## src/rtl/motor_relu_pkg.sv

```systemverilog
// Shared definitions for the motor MPC ReLU stage: word/beat geometry,
// the sequencer state encoding and the per-lane activation function.
package motor_relu_pkg;

    // Fixed-point word: ap_fixed<16,7>, 7 integer bits including sign.
    localparam int W = 16;
    // Words per beat; this is also the width of the shared ReLU core.
    localparam int LANES = 4;
    // Default number of beats per hidden-layer vector.
    localparam int N_BEATS_DEF = 4;
    // Packed beat width.
    localparam int DW = LANES * W;

    // Sequencer states. Kept as plain 2-bit constants so existing
    // scheduler debug tooling can decode them without the package enum.
    localparam logic [1:0] S_IDLE  = 2'd0;
    localparam logic [1:0] S_RUN   = 2'd1;
    localparam logic [1:0] S_DRAIN = 2'd2;
    localparam logic [1:0] S_DONE  = 2'd3;

    typedef logic [W-1:0]  word_t;
    typedef logic [DW-1:0] beat_t;

    // ReLU on one signed fixed-point word. A strictly positive value has a
    // clear sign bit and a non-zero magnitude, and passes through with the
    // sign bit forced low; zero and all negative values map to zero.
    function automatic word_t relu(input word_t x);
        word_t r;
        if (!x[W-1] && (x[W-2:0] != '0)) begin
            r = {1'b0, x[W-2:0]};
        end else begin
            r = '0;
        end
        return r;
    endfunction

endpackage

```

## src/rtl/motor_relu_seq_if.sv

```systemverilog
// Beat streaming interface between the network scheduler and the ReLU
// sequencer: one input stream and one output stream, LANES words per beat.
//
// Handshake: on both streams a beat transfers on a rising clock edge where
// valid and ready are both high. A source holds valid and its data stable
// until the transfer; a sink may raise or drop ready at any time, and
// ready may depend combinationally on valid-side state.
interface motor_relu_seq_if;
    import motor_relu_pkg::*;

    logic  in_valid;
    logic  in_ready;
    beat_t in_data;    // lane i at [i*W +: W], signed
    logic  out_valid;
    logic  out_ready;
    beat_t out_data;   // same lane packing as in_data
    logic  out_last;   // marks the final beat of a vector

    // Producer of input beats / consumer of output beats.
    modport master (
        output in_valid,
        output in_data,
        output out_ready,
        input  in_ready,
        input  out_valid,
        input  out_data,
        input  out_last
    );

    // The sequencer side.
    modport slave (
        input  in_valid,
        input  in_data,
        input  out_ready,
        output in_ready,
        output out_valid,
        output out_data,
        output out_last
    );

endinterface

```

## src/rtl/motor_relu_core.sv

```systemverilog
// Combinational LANES-wide activation core. With bypass set the beat passes
// through untouched (linear activation); otherwise every lane goes through
// ReLU independently. Holds no state; the sequencer owns all registers.
module motor_relu_core
    import motor_relu_pkg::*;
(
    input  logic  bypass,
    input  beat_t din,
    output beat_t dout
);

    // Per-lane activation, default pass-through so bypass needs no extra mux.
    always_comb begin
        dout = din;
        for (int i = 0; i < LANES; i++) begin
            if (!bypass) begin
                dout[i*W +: W] = relu(din[i*W +: W]);
            end
        end
    end

endmodule

```

## src/rtl/motor_relu_seq.sv

```systemverilog
// Block sequencer for the ReLU stage of the motor MPC network. Takes one
// hidden-layer vector as N_BEATS input beats, activates each beat through
// the shared core and holds the result in a single output register with
// valid/ready backpressure. Run control follows the HLS block protocol
// (ap_start/ap_done/ap_idle/ap_ready) so the scheduler can chain it
// between dense layers.
module motor_relu_seq
    import motor_relu_pkg::*;
#(
    parameter int N_BEATS = N_BEATS_DEF
) (
    input  logic             ap_clk,
    input  logic             ap_rst_n,
    input  logic             ap_start,
    output logic             ap_done,
    output logic             ap_idle,
    output logic             ap_ready,
    input  logic             cfg_bypass,
    motor_relu_seq_if.slave  s,
    output logic [1:0]       dbg_state
);

    // Counters span 0..N_BEATS inclusive and never wrap within a run.
    localparam int CW = $clog2(N_BEATS + 1);
    localparam logic [CW-1:0] BEATS    = CW'(N_BEATS);
    localparam logic [CW-1:0] LAST_IDX = CW'(N_BEATS - 1);

    logic [1:0]    state;
    logic [CW-1:0] in_cnt;
    logic [CW-1:0] out_cnt;
    logic          bypass_q;

    logic          out_valid_q;
    beat_t         out_data_q;
    logic          out_last_q;
    logic          ap_ready_q;

    beat_t         core_out;
    logic          in_ready_c;
    logic          accept;
    logic          consume;
    logic          accept_last;

    // Shared activation core, fed straight from the input bus so an accepted
    // beat lands in the output register one cycle later.
    motor_relu_core u_core (
        .bypass (bypass_q),
        .din    (s.in_data),
        .dout   (core_out)
    );

    // Input is taken only while running, while beats remain, and while the
    // output register is empty or being emptied this same cycle; the last
    // term is what sustains one beat per cycle under continuous out_ready.
    always_comb begin
        in_ready_c  = (state == S_RUN) && (in_cnt < BEATS) &&
                      (!out_valid_q || s.out_ready);
        accept      = s.in_valid && in_ready_c;
        consume     = out_valid_q && s.out_ready;
        accept_last = accept && (in_cnt == LAST_IDX);
    end

    // Run-control FSM plus beat counters; start clears the counters, the
    // consumed-beat count runs in every state that can hold an output.
    always_ff @(posedge ap_clk or negedge ap_rst_n) begin
        if (!ap_rst_n) begin
            state    <= S_IDLE;
            in_cnt   <= '0;
            out_cnt  <= '0;
            bypass_q <= 1'b0;
        end else begin
            if (consume) begin
                out_cnt <= out_cnt + 1'b1;
            end
            case (state)
                S_IDLE: begin
                    if (ap_start) begin
                        bypass_q <= cfg_bypass;
                        in_cnt   <= '0;
                        out_cnt  <= '0;
                        state    <= S_RUN;
                    end
                end
                S_RUN: begin
                    if (accept) begin
                        in_cnt <= in_cnt + 1'b1;
                        if (accept_last) begin
                            state <= S_DRAIN;
                        end
                    end
                end
                S_DRAIN: begin
                    if (consume && out_last_q) begin
                        state <= S_DONE;
                    end
                end
                S_DONE: begin
                    state <= S_IDLE;
                end
                default: begin
                    state <= S_IDLE;
                end
            endcase
        end
    end

    // Output register: load on accept, empty on consume without a refill,
    // otherwise hold so data and last stay stable under backpressure.
    always_ff @(posedge ap_clk or negedge ap_rst_n) begin
        if (!ap_rst_n) begin
            out_valid_q <= 1'b0;
            out_data_q  <= '0;
            out_last_q  <= 1'b0;
        end else if (accept) begin
            out_valid_q <= 1'b1;
            out_data_q  <= core_out;
            out_last_q  <= (in_cnt == LAST_IDX);
        end else if (consume) begin
            out_valid_q <= 1'b0;
            out_last_q  <= 1'b0;
        end
    end

    // ap_ready pulses the cycle after the final input beat is accepted, so
    // the upstream layer may begin producing the next vector.
    always_ff @(posedge ap_clk or negedge ap_rst_n) begin
        if (!ap_rst_n) begin
            ap_ready_q <= 1'b0;
        end else begin
            ap_ready_q <= accept_last;
        end
    end

    assign ap_done     = (state == S_DONE);
    assign ap_idle     = (state == S_IDLE);
    assign ap_ready    = ap_ready_q;
    assign dbg_state   = state;

    assign s.in_ready  = in_ready_c;
    assign s.out_valid = out_valid_q;
    assign s.out_data  = out_data_q;
    assign s.out_last  = out_last_q;

    // Every beat of the vector has left the block by the time DONE is reached.
    a_done_count: assert property (@(posedge ap_clk) disable iff (!ap_rst_n)
        (state == S_DONE) |-> (out_cnt == BEATS));

    // A stalled output beat must not change until it is taken.
    a_out_stable: assert property (@(posedge ap_clk) disable iff (!ap_rst_n)
        (out_valid_q && !s.out_ready) |=> (out_valid_q && $stable(out_data_q) &&
                                           $stable(out_last_q)));

    // No input is taken outside RUN.
    a_no_accept_outside_run: assert property (@(posedge ap_clk) disable iff (!ap_rst_n)
        (state != S_RUN) |-> !in_ready_c);

endmodule

```

## src/flat_wrapper.sv

```systemverilog
// flat-port wrapper written by rule: the top's interface ports become plain ports
module motor_relu_seq_flat import motor_relu_pkg::*;
#(
    parameter int N_BEATS = N_BEATS_DEF
)
  (ap_clk, ap_rst_n, ap_start, ap_done, ap_idle, ap_ready, cfg_bypass, dbg_state, s_in_valid, s_in_data, s_out_ready, s_in_ready, s_out_valid, s_out_data, s_out_last);
  motor_relu_seq_if s_i ();
  input  logic ap_clk;
  input  logic ap_rst_n;
  input  logic ap_start;
  output logic ap_done;
  output logic ap_idle;
  output logic ap_ready;
  input  logic cfg_bypass;
  output logic [1:0] dbg_state;
  input wire logic [$bits(s_i.in_valid)-1:0] s_in_valid;
  input wire logic [$bits(s_i.in_data)-1:0] s_in_data;
  input wire logic [$bits(s_i.out_ready)-1:0] s_out_ready;
  output wire logic [$bits(s_i.in_ready)-1:0] s_in_ready;
  output wire logic [$bits(s_i.out_valid)-1:0] s_out_valid;
  output wire logic [$bits(s_i.out_data)-1:0] s_out_data;
  output wire logic [$bits(s_i.out_last)-1:0] s_out_last;
  assign s_i.in_valid = s_in_valid;
  assign s_i.in_data = s_in_data;
  assign s_i.out_ready = s_out_ready;
  assign s_in_ready = s_i.in_ready;
  assign s_out_valid = s_i.out_valid;
  assign s_out_data = s_i.out_data;
  assign s_out_last = s_i.out_last;
  motor_relu_seq #(.N_BEATS(N_BEATS)) u_core (.ap_clk(ap_clk), .ap_rst_n(ap_rst_n), .ap_start(ap_start), .ap_done(ap_done), .ap_idle(ap_idle), .ap_ready(ap_ready), .cfg_bypass(cfg_bypass), .s(s_i), .dbg_state(dbg_state));
endmodule
```

## config.mk

```make
export PLATFORM = sky130hd
export DESIGN_NAME = motor_relu_seq_flat
export DESIGN_NICKNAME = d
export VERILOG_FILES = /design/src/rtl/motor_relu_pkg.sv /design/src/rtl/motor_relu_seq_if.sv /design/src/rtl/motor_relu_core.sv /design/src/rtl/motor_relu_seq.sv /design/src/flat_wrapper.sv
export SDC_FILE = /design/constraint.sdc
export NUM_CORES = 1
export LEC_CHECK = 0
export ABC_AREA = 1
export CORE_ASPECT_RATIO = 1.75
export CORE_MARGIN = 4
export CORE_UTILIZATION = 35
export CTS_BUF_LIST = sky130_fd_sc_hd__clkbuf_4 sky130_fd_sc_hd__clkbuf_8
export CTS_CLUSTER_DIAMETER = 80
export CTS_CLUSTER_SIZE = 28
export DETAILED_ROUTE_END_ITERATION = 8
export DONT_BUFFER_PORTS = 1
export PLACE_DENSITY = 0.59
export RECOVER_POWER = 100
export SETUP_SLACK_MARGIN = 0.4
export SYNTH_ARGS = -nofsm -noshare
export SYNTH_HDL_FRONTEND = slang
export SYNTH_SLANG_ARGS = --single-unit
export TNS_END_PERCENT = 30
```

## constraint.sdc

```tcl
create_clock -name ap_clk -period 2.1 [get_ports ap_clk]
set_input_delay 0.315 -clock ap_clk [delete_from_list [all_inputs] [get_ports ap_clk]]
set_output_delay 0.315 -clock ap_clk [all_outputs]
set_load 0.05 [all_outputs]
```

==> summary.txt <==
Outcome
  – Failing checks: negative hold slack
  – Status: finished with violations

Min path
  – Worst min-delay path category: in2async

Global route
  – Tot GR Track Use: 0.149
  – M1 GR Usage: 0.168
  – GR met3 Demand/Resource: 0.0439
  – Largest net degree at the start of global routing: 74
  – Remaining Overflow, GRT: 0
  – Number of global-route vias before repair: roughly 2900
  – Initial antenna violation count: 0
  – Met2 Usage GRT: 0.248
  – Global-route wire length before repair: 14100 um
  – GRT busiest layer: met2

Setup path
  – Critical path type: reg2out
  – Max FO, Critical Path: 4
  – Critical path origin: u_core.dbg_state[0]
  – FF-to-FF Start: u_core.dbg_state[1]
  – Crit path cell chain: buf_6 > inv_1 > ha_4 > clkbuf_2
  – CP Launch Type: flop
  – Worst path slowest cell: dfrtp_2
  – WP data required: about 1800 ps
  – Worst Setup End Kind: primary output
  – Worst Path Arrival: 1550 ps
  – Max incr delay on CP: ~440 ps

Pwr
  – Pwr Total: 0.00745 W
  – Logic pwr share: 0.280
  – PD cells: between 1500 and 2000 nW/um^2
  – LEAKAGE: about 2.4 nW
  – Int Power: 0.00334 W
  – Sw frac: 0.551
  – Clock Power Share: 0.151
  – Peak supply drop: 0.934 mV
  – Sequential Power Share: 0.569
  – Psw: between 0.004 and 0.005 W

STA
  – Clk_skew: around 10 ps
  – Max transition margin: 0.547
  – Final-report setup violation count: 0
  – WHS: -344 ps
  – Maximum clock rate: around 540 MHz
  – Final Max Slew Viols: 0
  – RSZ-0062 raised after global routing: true
  – Fin crit share: 0.887
  – Final min period: about 1900 ps
  – Final hold viol count: 73
  – Setup_tns: 0 ps
  – Worst Tran Pin Value: 679 ps

Clock network
  – CTS tree: done
  – Root Driver: clkbuf_8
  – H-tree depth: 3
  – CTS Sinks: 73
  – Total CTS buffers: 9
  – Worst-Skew Late Latency: 350 ps
  – Max Buffers Root-to-Sink: 2
  – Worst-path clk slew: about 70 ps

Layout
  – Area delta synth->final: 15.3%
  – Antenna diode count: 0
  – Share of cells above drive strength 1: 0.0818
  – Finished Cell Area: ~4200 sq um
  – Final core occ: 0.409
  – Layout Nets: between 600 and 700

Synth
  – Synth Instances: about 520
  – Yosys top cell area share: 0.503
  – Syn. warnings: 0
  – Post-synth top area cell: dfrtp_1
  – Count of cell types in the netlist: 20
  – Top cells by area, synth: dfrtp_1 (50%), nand2_1 (24%), nor2_1 (10%)
  – FF+latch count, synth: 73
  – Synth Cell Area: 3630 sq um
  – Synth Net Count: between 500 and 600
  – Post-Syn Area per Cell: 7.02 sq um
  – Seq/Total Area, Yosys: 0.503

Floorplan
  – I/O pins: ~140
  – Die Y: roughly 140 um
  – Chip Width: 85.0 um
  – FP Rows: approximately 50
  – Die area: 12100 sq um
  – Core footprint: about 10000 sq um
  – Starting Density: 0.355

Detailed routing
  – Detailed-route wire length per cell: 15.1 um
  – Final WL: between 10000 and 15000 um
  – Initial drt markers: around 130
  – Drt pass-1 iters: 4
  – DR vias/cell: roughly 4.6
  – DRC: 0
  – DR vias: 3081
  – Antenna viol nets, final: 0

Place
  – Routability Congestion: between 0.8 and 0.9
  – Dpl cell area: about 3800 sq um
  – Port Buffers: 0
  – HPWL Detailed: roughly 6400 um

Flow run
  – Max-Cap Viols: 0
[final cells by class]
cell class,count,area (sq um)
timing repair buffer,23,233
sequential,73,1830
inverter,73,279
multi-input combinational,354,1490
fill,1085,6050
clock buffer,12,159
clock inverter,3,40.0
tap,127,159
[kinds of logic (layout without fill, tap and decap cells)]
kind of cell    Yosys count  count (layout)  share of synthesized area
fa+ha+maj                 7               7                     0.0241
flops                    73              73                      0.503
compound gates           10              10                     0.0179
simple gates            337             337                      0.357
buf+inv                  91             111                     0.0988
[synthesized netlist by cell type, drive strengths merged]
master,number
o21ai,4
or2,3
a21oi,2
buf,4
nand4,1
nand2,228
clkbuf,14
dfrtp,73
clkinv,1
ha,7
nand3,5
o31ai,4
inv,72
and2,1
nor2,99
[per-stage QoR]
stage	std cells	setup slack (ps)
global route	665	154
global placement	635	430
detailed placement	635	341
floorplan	518	339
CTS	652	320
finish	665	236
[cell usage in the layout, fill, tap and decap left out, types with 3 or more instances in the layout]
cell       count
clkbuf_16      4
buf_4          5
clkbuf_8      11
o31ai_1        3
clkbuf_1       8
dfrtp_1       71
inv_1         70
nor2_1        97
ha_1           5
nand3_1        4
nand2_1      228
o21ai_0        3
or2_2          3
[worst max-delay path, delay by kind of cell, from the launching register on]
family	cells	cell delay (ps)
buf+inv	3	600
fa+ha+maj	1	160
flops	1	440
[power by group through the flow]
| stage | Clock (W) | Sequential (W) | Combinational, W |
|---|---|---|---|
| 5_1_grt | 0.00123 | 0.00430 | 0.00237 |
| 3_5_place_dp | 0 | 0.00427 | 0.00180 |
| 4_1_cts | 0.00117 | 0.00425 | 0.00188 |
| 6_report | 0.00112 | 0.00424 | 0.00209 |
| 2_1_floorplan | 0 | 0.00423 | 0.00134 |
| 3_3_place_gp | 0 | 0.00427 | 0.00172 |
[state kept, by name, summed over array words and instances, names as in the netlist]
name and count:
u_core.ap_ready 1, u_core.bypass_q 1, u_core.dbg_state 2, u_core.in_cnt 3, u_core.s.out_data 64, u_core.s.out_last 1
u_core.s.out_valid 1
[metal layers]
metal / share of wire / up-vias
met4: 0.031 / 0
met3: 0.077 / 18
li1: - / 1528
met2: 0.53 / 120
met5: 0 / -
met1: 0.36 / 1415
[worst paths after layout]
path | end | slack [ps] | depth (start not counted)
setup / recovery | ap_idle | 240 | 4
hold / removal | u_core.ap_ready | -340 | 0
setup reg to reg | u_core.s.out_data[30] | 280 | 11
hold reg to reg | u_core.in_cnt[1] | 520 | 2
max in group asynchronous | u_core.s.out_data[43] | 2310 | 0
min in group ap_clk | u_core.bypass_q | 140 | 2
[repair_timing]
| item | CTS | global route |
|---|---|---|
| setup buffers | 2 | 7 |
| endpoints found under the setup margin | 6 | 25 |
| gates resized for setup | 8 | 11 |
| cloned | 0 | 6 |
| pin swaps | 2 | 6 |
| hold endpoints to repair | 73 | 73 |
No activity file was read; power rests on OpenSTA's default activity.
==> variant (same flow settings) <==
Register the input `cfg_bypass` before use. The logic sees it one clock later. The other inputs are not delayed to match.
--- a/src/rtl/motor_relu_seq.sv
+++ b/src/rtl/motor_relu_seq.sv
@@ -24,6 +24,12 @@
     localparam int CW = $clog2(N_BEATS + 1);
     localparam logic [CW-1:0] BEATS    = CW'(N_BEATS);
     localparam logic [CW-1:0] LAST_IDX = CW'(N_BEATS - 1);
+
+    logic cfg_bypass_q;
+
+    always_ff @(posedge ap_clk) begin
+        cfg_bypass_q <= cfg_bypass;
+    end
 
     logic [1:0]    state;
     logic [CW-1:0] in_cnt;
@@ -75,7 +81,7 @@
             case (state)
                 S_IDLE: begin
                     if (ap_start) begin
-                        bypass_q <= cfg_bypass;
+                        bypass_q <= cfg_bypass_q;
                         in_cnt   <= '0;
                         out_cnt  <= '0;
                         state    <= S_RUN;
Formal check against the unedited RTL: not equivalent (a bounded check fails within 4 cycles, from zero or initial values and one cycle with ap_rst_n low).
==> variant against the original RTL <==
  * The flow still finishes with violations (negative hold slack)
  * Hold slack better by 1.1 ps
  * First-iteration DRC count up 45%
  * Routed wire length down 4.3%
  * Sequential cell count up 1
  * Area after synthesis about the same
  * Utilization down 0.73 points
  * Final area down 1.8%
  * Largest power group unchanged
  * Clock skew up 0.68 ps
  * Global-route usage up 0.27 points
  * Setup slack better by 36 ps
  * Power down 0.46%
  * Via count down 0.58%
  * Critical path type is now register to register
==> variant: results (changes against the original RTL) <==
{
  "run_status": {"value": "finished with violations"},
  "failed_checks": {"value": "negative hold slack"},
  "final_nets": {"value": 603, "change": "-1.3%"},
  "max-vdd-ir-drop": {"value": 0.8846, "unit": "mV", "change": "-5.3%"},
  "final_cell_count_no_fill": {"value": 659, "change": "-0.90%"},
  "switching_power": {"value": 4.050, "unit": "mW", "change": "-1.4%"},
  "layout.nonclk_buf_share": {"value": 3.527, "unit": "%", "change": "-2.0 points"},
  "netlist_top_cells_area": {"value": "sky130_fd_sc_hd__dfrtp_1, sky130_fd_sc_hd__nand2_1, sky130_fd_sc_hd__nor2_1"},
  "critical_path.max_fanout": {"value": 45, "change": "+41"},
  "clock_area_share": {"value": 5.442, "unit": "%", "change": "+0.69 points"},
  "drtIter0Drc": {"value": 184, "change": "+45%"},
  "post_cts_resized": {"value": 7, "change": "-1"},
  "combinationalPower": {"value": 1.93, "unit": "mW", "change": "-8%"},
  "synth_fa_ha_area_share": {"value": 2.064, "unit": "%", "change": "-0.35 points"},
  "grt_use_met1": {"value": 17.62, "unit": "%", "change": "+0.80 points"},
  "async_flop_share": {"value": 98.65, "unit": "%", "change": "-1.4 points"},
  "grt_pass1_vias": {"value": 2985, "change": "+4.6%"},
  "vias": {"value": 3063, "change": "-0.58%"},
  "seq_area_share": {"value": 44.94, "unit": "%", "change": "+1.3 points"},
  "clkSinkCount": {"value": 74, "change": "+1.4%"},
  "multi_input_area": {"value": 0.001459, "unit": "sq mm", "change": "-2.2%"},
  "leakagePower": {"value": 2.390, "unit": "nW", "change": "-1.4%"},
  "finalHoldViolCount": {"value": 73, "change": "unchanged"},
  "final.hold.worst_slack": {"value": -342.8, "unit": "ps", "change": "+1.124 ps"},
  "num-clock-buffers": {"value": 15, "change": "+3"}
}
## variant: changes by cell type in the layout (fill, tap and decap cells not counted), moves of 2 or more
cell / before / now
sky130_fd_sc_hd__clkbuf_8: 11 / 13
sky130_fd_sc_hd__clkinv_2: 2 / 0
sky130_fd_sc_hd__clkbuf_16: 4 / 1
sky130_fd_sc_hd__clkbuf_1: 8 / 2
sky130_fd_sc_hd__buf_6: 2 / 0
sky130_fd_sc_hd__clkbuf_2: 2 / 0
sky130_fd_sc_hd__clkbuf_4: 1 / 3
sky130_fd_sc_hd__buf_4: 5 / 9
## variant: metal layers
metal  up-vias  wire length [microns]
met1      1424                   3718
met2       102                   5005
met4         0                    341
li1       1515                      -
met3        22                    562
met5         -                      0
## variant: per-stage QoR
step           setup WS (ps)  instance area (sq um)
2_1_floorplan          426.3                   3643
3_3_place_gp           333.6                   3795
3_5_place_dp           253.0                   3795
4_1_cts                303.1                   4063
5_1_grt                170.7                   4115
6_report               272.9                   4115
